--- src/rtl/result_serializer_pkg.sv ---
// Shared definitions for the result serializer: result width, default beat
// geometry and the serializer FSM state encoding.
package result_serializer_pkg;

  localparam int RESULT_W      = 255;
  localparam int DEF_WORD_W    = 32;
  localparam int DEF_NUM_WORDS = 8;

  typedef enum logic [0:0] {
    ST_IDLE = 1'b0,
    ST_SEND = 1'b1
  } ser_state_e;

  // Keeps the index bus at least one bit wide for single-beat configurations.
  function automatic int idx_width(input int n);
    return (n > 1) ? $clog2(n) : 1;
  endfunction

endpackage

--- src/rtl/result_serializer_if.sv ---
// Result input and word-stream output of the serializer. The master side is
// the serializer; the slave side is the crypto top plus the PS consumer.
interface result_serializer_if
  import result_serializer_pkg::*;
#(
  parameter int WORD_W    = DEF_WORD_W,
  parameter int NUM_WORDS = DEF_NUM_WORDS
) ();

  localparam int IDX_W = idx_width(NUM_WORDS);

  logic [RESULT_W-1:0] ser_data_in;
  logic                ser_data_valid;
  logic [WORD_W-1:0]   ser_word_out;
  logic                ser_word_valid;
  logic                ser_word_ready;
  logic                ser_word_last;
  logic [IDX_W-1:0]    ser_word_index;
  logic                ser_busy;
  logic                ser_overrun;

  modport master (
    input  ser_data_in, ser_data_valid, ser_word_ready,
    output ser_word_out, ser_word_valid, ser_word_last, ser_word_index,
           ser_busy, ser_overrun
  );

  modport slave (
    output ser_data_in, ser_data_valid, ser_word_ready,
    input  ser_word_out, ser_word_valid, ser_word_last, ser_word_index,
           ser_busy, ser_overrun
  );

endinterface

--- src/rtl/result_serializer.sv ---
// Splits a 255-bit scalar-multiplication result into NUM_WORDS beats of
// WORD_W bits with a valid/ready handshake towards the PS side.
module result_serializer
  import result_serializer_pkg::*;
#(
  parameter int WORD_W    = DEF_WORD_W,
  parameter int NUM_WORDS = DEF_NUM_WORDS
) (
  input  logic              ser_clk,
  input  logic              ser_reset,
  result_serializer_if.master bus
);

  localparam int TOT_W = WORD_W * NUM_WORDS;
  localparam int IDX_W = idx_width(NUM_WORDS);
  localparam logic [IDX_W-1:0] LAST_IDX = IDX_W'(NUM_WORDS - 1);

  ser_state_e        state_r;
  ser_state_e        state_nxt_s;
  logic              valid_q_r;
  logic [TOT_W-1:0]  cap_r;
  logic [IDX_W-1:0]  idx_r;
  logic              overrun_r;
  logic              new_edge_s;
  logic              xfer_s;
  logic              final_xfer_s;
  logic              load_s;
  logic [WORD_W-1:0] cap_words_s [NUM_WORDS];

  assign new_edge_s   = bus.ser_data_valid & ~valid_q_r;
  assign xfer_s       = (state_r == ST_SEND) & bus.ser_word_ready;
  assign final_xfer_s = xfer_s & (idx_r == LAST_IDX);
  // A result arriving on the final handshake is chained straight in.
  assign load_s       = new_edge_s & ((state_r == ST_IDLE) | final_xfer_s);

  for (genvar gi = 0; gi < NUM_WORDS; gi++) begin : g_word
    assign cap_words_s[gi] = cap_r[gi*WORD_W +: WORD_W];
  end

  // FSM state register
  always_ff @(posedge ser_clk or posedge ser_reset) begin
    if (ser_reset) begin
      state_r <= ST_IDLE;
    end else begin
      state_r <= state_nxt_s;
    end
  end

  // FSM next-state logic
  always_comb begin
    state_nxt_s = state_r;
    case (state_r)
      ST_IDLE: begin
        if (new_edge_s) state_nxt_s = ST_SEND;
        else            state_nxt_s = ST_IDLE;
      end
      ST_SEND: begin
        if (final_xfer_s && !new_edge_s) state_nxt_s = ST_IDLE;
        else                             state_nxt_s = ST_SEND;
      end
      default: state_nxt_s = ST_IDLE;
    endcase
  end

  // Edge detector, capture register, beat index and sticky overrun flag
  always_ff @(posedge ser_clk or posedge ser_reset) begin
    if (ser_reset) begin
      valid_q_r <= 1'b0;
      cap_r     <= {TOT_W{1'b0}};
      idx_r     <= {IDX_W{1'b0}};
      overrun_r <= 1'b0;
    end else begin
      valid_q_r <= bus.ser_data_valid;
      if (load_s) begin
        cap_r <= TOT_W'(bus.ser_data_in);
        idx_r <= {IDX_W{1'b0}};
      end else if (final_xfer_s) begin
        idx_r <= {IDX_W{1'b0}};
      end else if (xfer_s) begin
        idx_r <= idx_r + IDX_W'(1);
      end
      if (new_edge_s && (state_r == ST_SEND) && !final_xfer_s) begin
        overrun_r <= 1'b1;
      end
    end
  end

  // FSM outputs, all derived directly from registered state
  always_comb begin
    bus.ser_word_out   = cap_words_s[idx_r];
    bus.ser_word_index = idx_r;
    bus.ser_overrun    = overrun_r;
    bus.ser_word_valid = 1'b0;
    bus.ser_busy       = 1'b0;
    bus.ser_word_last  = 1'b0;
    case (state_r)
      ST_SEND: begin
        bus.ser_word_valid = 1'b1;
        bus.ser_busy       = 1'b1;
        bus.ser_word_last  = (idx_r == LAST_IDX);
      end
      ST_IDLE: begin
        bus.ser_word_valid = 1'b0;
        bus.ser_busy       = 1'b0;
        bus.ser_word_last  = 1'b0;
      end
      default: begin
        bus.ser_word_valid = 1'b0;
        bus.ser_busy       = 1'b0;
        bus.ser_word_last  = 1'b0;
      end
    endcase
  end

endmodule

--- src/flat_wrapper.sv ---
// flat-port wrapper written by rule: the top's interface ports become plain ports
module result_serializer_flat import result_serializer_pkg::*;
#(
  parameter int WORD_W    = DEF_WORD_W,
  parameter int NUM_WORDS = DEF_NUM_WORDS
)
  (ser_clk, ser_reset, bus_ser_data_in, bus_ser_data_valid, bus_ser_word_ready, bus_ser_word_out, bus_ser_word_valid, bus_ser_word_last, bus_ser_word_index, bus_ser_busy, bus_ser_overrun);
  result_serializer_if #(.WORD_W(WORD_W), .NUM_WORDS(NUM_WORDS)) bus_i ();
  input  logic ser_clk;
  input  logic ser_reset;
  input wire logic [$bits(bus_i.ser_data_in)-1:0] bus_ser_data_in;
  input wire logic [$bits(bus_i.ser_data_valid)-1:0] bus_ser_data_valid;
  input wire logic [$bits(bus_i.ser_word_ready)-1:0] bus_ser_word_ready;
  output wire logic [$bits(bus_i.ser_word_out)-1:0] bus_ser_word_out;
  output wire logic [$bits(bus_i.ser_word_valid)-1:0] bus_ser_word_valid;
  output wire logic [$bits(bus_i.ser_word_last)-1:0] bus_ser_word_last;
  output wire logic [$bits(bus_i.ser_word_index)-1:0] bus_ser_word_index;
  output wire logic [$bits(bus_i.ser_busy)-1:0] bus_ser_busy;
  output wire logic [$bits(bus_i.ser_overrun)-1:0] bus_ser_overrun;
  assign bus_i.ser_data_in = bus_ser_data_in;
  assign bus_i.ser_data_valid = bus_ser_data_valid;
  assign bus_i.ser_word_ready = bus_ser_word_ready;
  assign bus_ser_word_out = bus_i.ser_word_out;
  assign bus_ser_word_valid = bus_i.ser_word_valid;
  assign bus_ser_word_last = bus_i.ser_word_last;
  assign bus_ser_word_index = bus_i.ser_word_index;
  assign bus_ser_busy = bus_i.ser_busy;
  assign bus_ser_overrun = bus_i.ser_overrun;
  result_serializer #(.WORD_W(WORD_W), .NUM_WORDS(NUM_WORDS)) u_core (.ser_clk(ser_clk), .ser_reset(ser_reset), .bus(bus_i));
endmodule
--- config.mk ---
export PLATFORM = sky130hd
export DESIGN_NAME = result_serializer_flat
export DESIGN_NICKNAME = d
export VERILOG_FILES = /design/src/rtl/result_serializer_pkg.sv /design/src/rtl/result_serializer_if.sv /design/src/rtl/result_serializer.sv /design/src/flat_wrapper.sv
export SDC_FILE = /design/constraint.sdc
export NUM_CORES = 1
export LEC_CHECK = 0
export CAP_MARGIN = 20
export CORE_MARGIN = 5
export CORE_UTILIZATION = 27
export DETAILED_ROUTE_END_ITERATION = 10
export GPL_TIMING_DRIVEN = 0
export HOLD_SLACK_MARGIN = 0.1
export SLEW_MARGIN = 5
export SYNTH_ARGS = -nofsm -noshare
export SYNTH_HDL_FRONTEND = slang
export SYNTH_SLANG_ARGS = --single-unit
--- constraint.sdc ---
create_clock -name ser_clk -period 10.1 [get_ports ser_clk]
set_clock_uncertainty 0.15 [all_clocks]
set_input_delay 1.01 -clock ser_clk [delete_from_list [all_inputs] [get_ports ser_clk]]
set_output_delay 1.01 -clock ser_clk [all_outputs]
set_load 0.02 [all_outputs]
After elaboration in Yosys (flattened, before gate mapping)
Index checks and enable logic that the tools add are counted.
{ "word_totals": {"register_bits": 261, "ram_bits": 0, "latch_bits": 0, "out_inout_bits": 39, "word_cells": 33, "mem_bits_ro": 0, "n_memories": 0} }
{ "classes": {"mul": 0, "n_reduce_logical": 6, "shifts": 0, "muxes": 11, "bitwise": 8, "n_addsub": 1, "n_eq_ne": 1, "order_cmp": 1, "div": 0} }
{ "op_table": {"columns": ["operator", "count"], "rows": [
  ["$bmux W32 S3", 1],
  ["$mux W32", 2],
  ["$mux W3", 3],
  ["$pmux W1 S2", 3],
  ["$and A1 B1 Y1", 4],
  ["$ge A4 B4 Y1 const B", 1],
  ["$not A3 Y4", 1],
  ["$add A3 B1 Y3 const B", 1],
  ["$eq A3 B3 Y1 const B", 1],
  ["$logic_and A1 B1 Y1", 3],
  ["$reduce_bool A3 Y1", 1],
  ["$logic_not A1 Y1", 2],
  ["$mux W1", 2],
  ["$not A1 Y1", 2],
  ["$or A1 B1 Y1", 1]
]} }

Longest topological paths before layout
Gate-level depths: netlist of run 1.
{ "depth": {"word_depth": 6, "ltp_mapped": 7} }

Worst setup path before layout of run 1
No wires, ideal clock.
{ "synth_path": {"kind": "register to output", "start": "register u_core.idx_r[1], in the netlist u_core.bus.ser_word_index[1]", "end": "output bus_ser_word_out[10]", "t_arrival_ps": 1727, "stages_incl_launch_ff": 6, "n_path_buf": 3, "t_required_ps": 8940, "setup_slack_ps": 7213, "cell_sequence": "dfrtp_1 > buf_4 > buf_6 > buf_2 > mux4_2 > mux2_2"} }
{ "synth_via": {"elab_chain_cells": 4} }
{ "synth_lines": {"columns": ["item", "line", "text"], "rows": [
  ["from (decl)", "result_serializer.sv:22", "logic [IDX_W-1:0] idx_r;"],
  ["from (signal assigned)", "result_serializer.sv:70", "idx_r <= {IDX_W{1'b0}};"],
  ["from (signal assigned)", "result_serializer.sv:76", "idx_r <= {IDX_W{1'b0}};"],
  ["from (signal assigned)", "result_serializer.sv:78", "idx_r <= {IDX_W{1'b0}};"],
  ["$not A3 Y4 (implied by the code)", "result_serializer.sv:90", "bus.ser_word_out = cap_words_s[idx_r];"],
  ["$bmux W32 S3", "result_serializer.sv:90", null],
  ["$mux W32 (implied by the code) (2 in series)", "result_serializer.sv:90", null],
  ["to (decl)", "flat_wrapper.sv:14", "output wire logic [$bits(bus_i.ser_word_out)-1:0] bus_ser_word_out;"]
]} }
No other way between the ends. The select of a mux whose other input is x is not followed.

Worst setup path after layout of run 1
{ "layout_path": {"start": "register u_core.idx_r[1], in the netlist u_core.bus.ser_word_index[1]", "end": "output bus_ser_word_out[3]"} }
Same word-level chain as after synthesis.

==> results of run 1 <==
## through the flow
| stage | std cells | cell area (sq um) | setup slack, ns | hold slack, ns |
|---|---|---|---|---|
| 3_5_place_dp | 1515 | 15280 | 6.323 | 0.3186 |
| 2_1_floorplan | 677 | 11570 | 1.757 | 0.3024 |
| 3_3_place_gp | 1513 | 15220 | -2.167 | 0.3123 |
| 4_1_cts | 1569 | 16260 | 5.693 | 0.3324 |
| 5_1_grt | 1571 | 16260 | 5.630 | 0.3461 |
| 6_report | 1572 | 16270 | 5.793 | 0.3296 |
## area by class of cell
class                   count  area (sq um)  share of cell area
flip-flops and latches    261          6531              0.4015
multi-input cells         368          4778              0.2937
repair buffers            299          3028              0.1861
clock buffers              49         943.4             0.05800
well taps                 539         674.4             0.04146
plain buffers              47         255.2             0.01569
clock inverters             5         37.54            0.002308
inverters                   1         11.26           0.0006923
diodes                      3         7.507           0.0004615
## worst paths after layout
check                                       to  cells past startpoint                         start
max                        bus_ser_word_out[3]                      6  u_core.bus.ser_word_index[1]
min                           u_core.cap_r[17]                      1              u_core.cap_r[17]
max reg2reg                  u_core.cap_r[171]                      7  u_core.bus.ser_word_index[1]
min reg2reg                   u_core.cap_r[17]                      1              u_core.cap_r[17]
max in group asynchronous    u_core.cap_r[200]                      3                     ser_reset
min in group asynchronous    u_core.cap_r[152]                      2                     ser_reset
## registers in the layout, indices dropped and copies added, names as in the netlist
register and count:
u_core.cap_r 255, u_core.bus.ser_word_index 3, u_core.bus.ser_overrun 1, u_core.state_r 1
u_core.valid_q_r 1
## power by group through the flow
stage               clock, W  sequential (W)  combinational, W
floorplan                  0         0.00172           0.00132
global placement           0         0.00179           0.00200
CTS                  0.00111         0.00179           0.00203
global route         0.00115         0.00185           0.00213
detailed placement         0         0.00181           0.00202
finish               0.00108         0.00179           0.00198
## layout by cell type (no fill, tap or decap)
master / count
clkbuf_16: 31
mux2i_1: 1
inv_8: 1
o21a_1: 1
o21bai_1: 1
nor2_1: 1
nand2b_1: 1
nand2_1: 4
ha_1: 2
clkinv_4: 1
buf_4: 5
buf_16: 2
a22o_1: 2
nand3b_1: 1
mux2_1: 170
clkbuf_1: 12
buf_2: 36
clkdlybuf4s50_1: 297
dfrtp_1: 261
a21oi_1: 1
and2_1: 1
mux2_2: 118
inv_6: 1
mux4_2: 63
buf_6: 2
clkbuf_8: 10
clkinv_2: 1
clkinvlp_4: 2
o21ai_0: 1
diode_2: 3
## worst reg2reg max path: stages, from the launching register on
cell	delay (ns)
dfrtp_1	0.44
ha_1	0.18
ha_1	0.21
nand2_1	0.09
a21oi_1	0.21
buf_2	0.32
buf_2	0.45
mux2_1	0.37
## cell families (layout without fill, tap and decap cells)
family,Yosys count,count (layout)
multiplexers,352,352
AND/OR/NAND/NOR,8,8
other,0,3
AO/OA/AOI/OAI,6,6
adder cells (fa/ha/maj),2,2
buffers and inverters,48,401
flip-flops,261,261
## metal layers
metal	wire length (um)	global-route usage	up-vias
met5	13	0	-
met4	911	0.03834	2
met3	2060	0.03752	53
met2	17010	0.2470	207
met1	16110	0.2037	3751
li1	-	-	3208
==> results_dict.tcl, run 1 <==
set metrics [dict create \
    status "finished clean" \
    synthArstFlopShare 1.000 \
    max_stage_delay_ns 0.54 \
    path_class "register to primary output" \
    drtIter0Drc 369 \
    hold_viol_final 0 \
    power_density_mw_per_mm2 298.0 \
    maxCapViolCount 0 \
    track_usage 0.1513 \
    p_seq_frac 0.369 \
    synth_fa_ha_area_frac 0.002163 \
    yosysTopAreaCell "dfrtp_1" \
    drive_above_1_share 0.2650 \
    die_height_um 217.0 \
    start_util 0.2746 \
    nFillCells 3931 \
    power_switching_share 0.3093 \
    synth_mux_area_frac 0.4039 \
    die_area_sq_mm 0.04709 \
    cp.arrival_ns 3.15 \
    synth_top_family_by_area "multiplexers" \
    yosys.cell_count.top_type "dfrtp_1" \
    grt_pass1_wl_um 53630 \
    p_switching_w 0.001499 \
    ios 298 \
    netlist_area_sq_mm 0.01157 \
    numPortBuffers 297 \
    clock_latency_ns 0.56 \
    fmax_mhz 232.2 \
    ys_seq_area_frac 0.5646 \
    antenna_found_initial 5 \
    grt_max_degree 112 \
    clk_transition_reported_paths_ns 0.06 \
    setup_viol 0 \
    htree_levels 1 \
    numCtsBuffers 31 \
    regToRegSetupSlack_ns 7.56 \
    ys.flop_type "dfrtp_1" \
    slew_headroom 0.3787 \
    drt-wirelength-per-cell_um 22.97 \
    row_count 75 \
    drv_slew 0 \
    synth_area_leaders "dfrtp_1 (56%), mux2_1 (17%), mux4_2 (12%), mux2_2 (11%), buf_2 (1.6%)" \
    irDropWorstVdd_uv 138.3 \
    cp-start-kind "register" \
    grt_pass1_vias 8267 \
    ys_warn_count 0 \
    cts-root-buf "clkbuf_16" \
    synth_common_cells "dfrtp_1 (261), mux2_1 (170), mux2_2 (118)" \
    yosys.area_share.simple 0.003353 \
    fin_tns_setup_ns 0 \
    synth_edf_count 0 \
    wirelength_um 36110 \
    hold_buffers 0 \
    clkSinkCount 261 \
    core_region_area_sq_mm 0.04213 \
    firstDrtPassIters 4 \
    crit_family "buffers and inverters" \
    tightestPinTransition_ns 0.9320 \
    synth.avg_cell_area_sq_um 17.09 \
    crit_path_max_fanout 10 \
    yosysTopAreaCellShare 0.5646 \
    cpMaxStageDelayCell "clkdlybuf4s50_1" \
    hp-class "register to register" \
    dp_hpwl_um 26270 \
    ys_types 21 \
    ant_nets 0 \
    cp_cell_sequence "buf_4, buf_6, buf_2, mux4_2, mux2_2, clkdlybuf4s50_1" \
    crit_buf_inv 4 \
    vias 7221 \
    chipWidth_um 217.0 \
    p_leak_nw 6.785 \
    ys_seq_elements 261 \
    gp_congestion 0.7283 \
    grt_setup_unrepaired "false" \
    cts_setup_buffers 0 \
    cts_resized 0 \
    p_total_w 0.004847 \
    yosys.area_share.xor_xnor 0 \
    drc 0 \
    syn_nets 938 \
    synth_compound_area_frac 0.003677 \
    endpoint_kind "primary output" \
    cts_tree "built" \
    clockPowerShare 0.222 \
    period_share 0.4264 \
    vias_per_cell 4.594 \
    nNetsFinal 1270 \
    period_minus_slack_ns 4.307 \
    clk_path_buf_depth 3 \
    p_int_w 0.003348 \
    netlist_instances 677 \
    postLayoutCoreUtil 0.3861 \
    power_frac_comb 0.409 \
    cp_data_required_time_ns 8.94 \
    grt_remaining_overflow 0 \
    areaGrowthSynthToFinish_pct 40.61 \
]
Note: power is estimated with default switching activity, not from simulation.
==> run 2: changes to the inputs <==
- clock period: 10.1 -> 4.2 ns (I/O delays scaled with it)
==> run 2 against run 1 <==
Cell area grew 1.3%. Utilization rose by 0.48 points. Global-route usage rose by 0.26 points. Register-to-register slack got worse by 5.9 ns. Combinational power grew 140%. Routed wire length increased by 0.76%. Cell count rose by 0.57%. Non-clock buffer count rose by 7. Critical path depth did not move. Critical path type unchanged. Largest cell class unchanged.
==> results_dict.tcl, run 2 (synthesized netlist as in run 1, its figures left out) <==
set metrics [dict create \
    hold_depth 1 \
    hp-class "input port to register" \
    track_usage 0.1539 \
    reg2reg_depth 7 \
    setup_viol 0 \
    irDropWorstVdd_uv 429.3 \
    multi_input_area_sq_mm 0.004778 \
    nFillCells 3929 \
    ff_latch_area_sq_mm 0.006531 \
    r2r-end "u_core.cap_r[139]" \
    start_util 0.2746 \
    most-common-layout-cells "clkdlybuf4s50_1 (297), dfrtp_1 (261), mux2_1 (170), mux2_2 (118), mux4_2 (63)" \
    fin_cells 1581 \
    die_area_sq_mm 0.04709 \
    gp_congestion 0.7618 \
    cp_data_required_time_ns 3.63 \
    reg2reg_from "u_core.bus.ser_word_index[1]" \
    holdCritStartpoint "bus_ser_data_valid" \
    power_density_mw_per_mm2 722.1 \
    cp.arrival_ns 3.15 \
    htree_levels 1 \
    regToRegSetupSlack_ns 1.65 \
    die_height_um 217.0 \
    grt_setup_unrepaired "false" \
    drv_slew 0 \
    drt-wirelength-per-cell_um 23.01 \
    clk_path_buf_depth 3 \
    path_class "register to primary output" \
    vias_per_cell 4.612 \
    ant_nets 0 \
    crit_path_max_fanout 10 \
    status "finished clean" \
    vias 7292 \
    cp-start-kind "register" \
    core_region_area_sq_mm 0.04213 \
    numPortBuffers 297 \
    drtIter0Drc 303 \
    slew_headroom 0.3742 \
    tightestPinTransition_ns 0.9386 \
    grt_remaining_overflow 0 \
    fin_tns_setup_ns 0 \
    grt_pass1_vias 8377 \
    regMostFlops "u_core.cap_r" \
    critPathLaunch "u_core.bus.ser_word_index[1]" \
    drive_above_1_share 0.2762 \
    dp_hpwl_um 26920 \
    fmax_mhz 269.0 \
    clk_transition_reported_paths_ns 0.06 \
    numCtsBuffers 31 \
    drc 0 \
    period_share 0.8850 \
    largest_reg_flops 255 \
    wirelength_um 36380 \
    cts-root-buf "clkbuf_16" \
    ios 298 \
    areaGrowthSynthToFinish_pct 42.38 \
    mostFrequentLayoutCell "clkdlybuf4s50_1" \
    firstDrtPassIters 4 \
    chipWidth_um 217.0 \
    dp_cells 1521 \
    p_leak_nw 6.885 \
    clock_latency_ns 0.58 \
    clkSinkCount 261 \
    endpoint_kind "primary output" \
    period_minus_slack_ns 3.717 \
    maxCapViolCount 0 \
    min_to "u_core.valid_q_r" \
    nNetsFinal 1277 \
    fin_hold_ws_ns 0.2061 \
    row_count 75 \
    antenna_found_initial 4 \
    grt_pass1_wl_um 54890 \
    hold_viol_final 0 \
    cts_tree "built" \
    grt_max_degree 38 \
]
run 2: worst max-delay path by stage:
| stage | endpoint | depth (start not counted) |
|---|---|---|
| 5_1_grt | bus_ser_word_out[12] | 6 |
| 4_1_cts | bus_ser_word_out[12] | 6 |
| 3_5_place_dp | bus_ser_word_out[12] | 6 |
| 2_1_floorplan | u_core.bus.ser_overrun | 1 |
| 3_3_place_gp | u_core.cap_r[227] | 2 |
| 6_report | bus_ser_word_out[7] | 6 |
run 2: area by class of cell:
type | count | share of cell area
flip-flops and latches | 261 | 0.3965
multi-input cells | 368 | 0.2901
repair buffers | 306 | 0.1913
clock buffers | 39 | 0.05257
well taps | 539 | 0.04095
plain buffers | 47 | 0.01550
clock inverters | 17 | 0.01215
inverters | 1 | 0.0004558
diodes | 3 | 0.0004558
run 2: critical path, stage by stage, from the launching register on:
cell and delay, ns:
dfrtp_1 0.43, buf_4 0.31, buf_6 0.23, buf_2 0.36, mux4_2 0.36, mux2_2 0.27
clkdlybuf4s50_1 0.58
run 2: stage by stage:
step	instance area, sq um	total power, W	utilization	setup slack, ns
after floorplan	11570	0.007322	-	0.1884
after global placement	15220	0.009118	0.3612	-2.005
after detailed placement	15390	0.009229	0.3652	0.9854
after CTS	16460	0.01210	0.3907	0.3382
after global routing	16470	0.01261	0.3909	0.3084
final	16470	0.01189	0.3909	0.4831
run 2: layer usage:
| layer | wire [um] | part of all wire | up-vias | GRT usage |
|---|---|---|---|---|
| li1 | - | - | 3222 | - |
| met1 | 15910 | 0.44 | 3838 | 0.2038 |
| met2 | 17660 | 0.49 | 185 | 0.2576 |
| met3 | 1961 | 0.054 | 45 | 0.03599 |
| met4 | 842 | 0.023 | 2 | 0.03750 |
| met5 | 13 | 0.00036 | - | 0 |
run 2: timing repair:
item | CTS | global route
buffers inserted | 0 | 0
endpoints found under the hold margin | 14 | 0
hold buffers | 1 | 0
gates resized for setup | 0 | 0
setup endpoints to repair | 0 | 0
run 2: where the power goes:
part	internal [W]	switching (W)	total (W)
Combinational	0.00281	0.00199	0.00480
Sequential	0.00373	0.000579	0.00431
Clock	0.00170	0.00109	0.00279
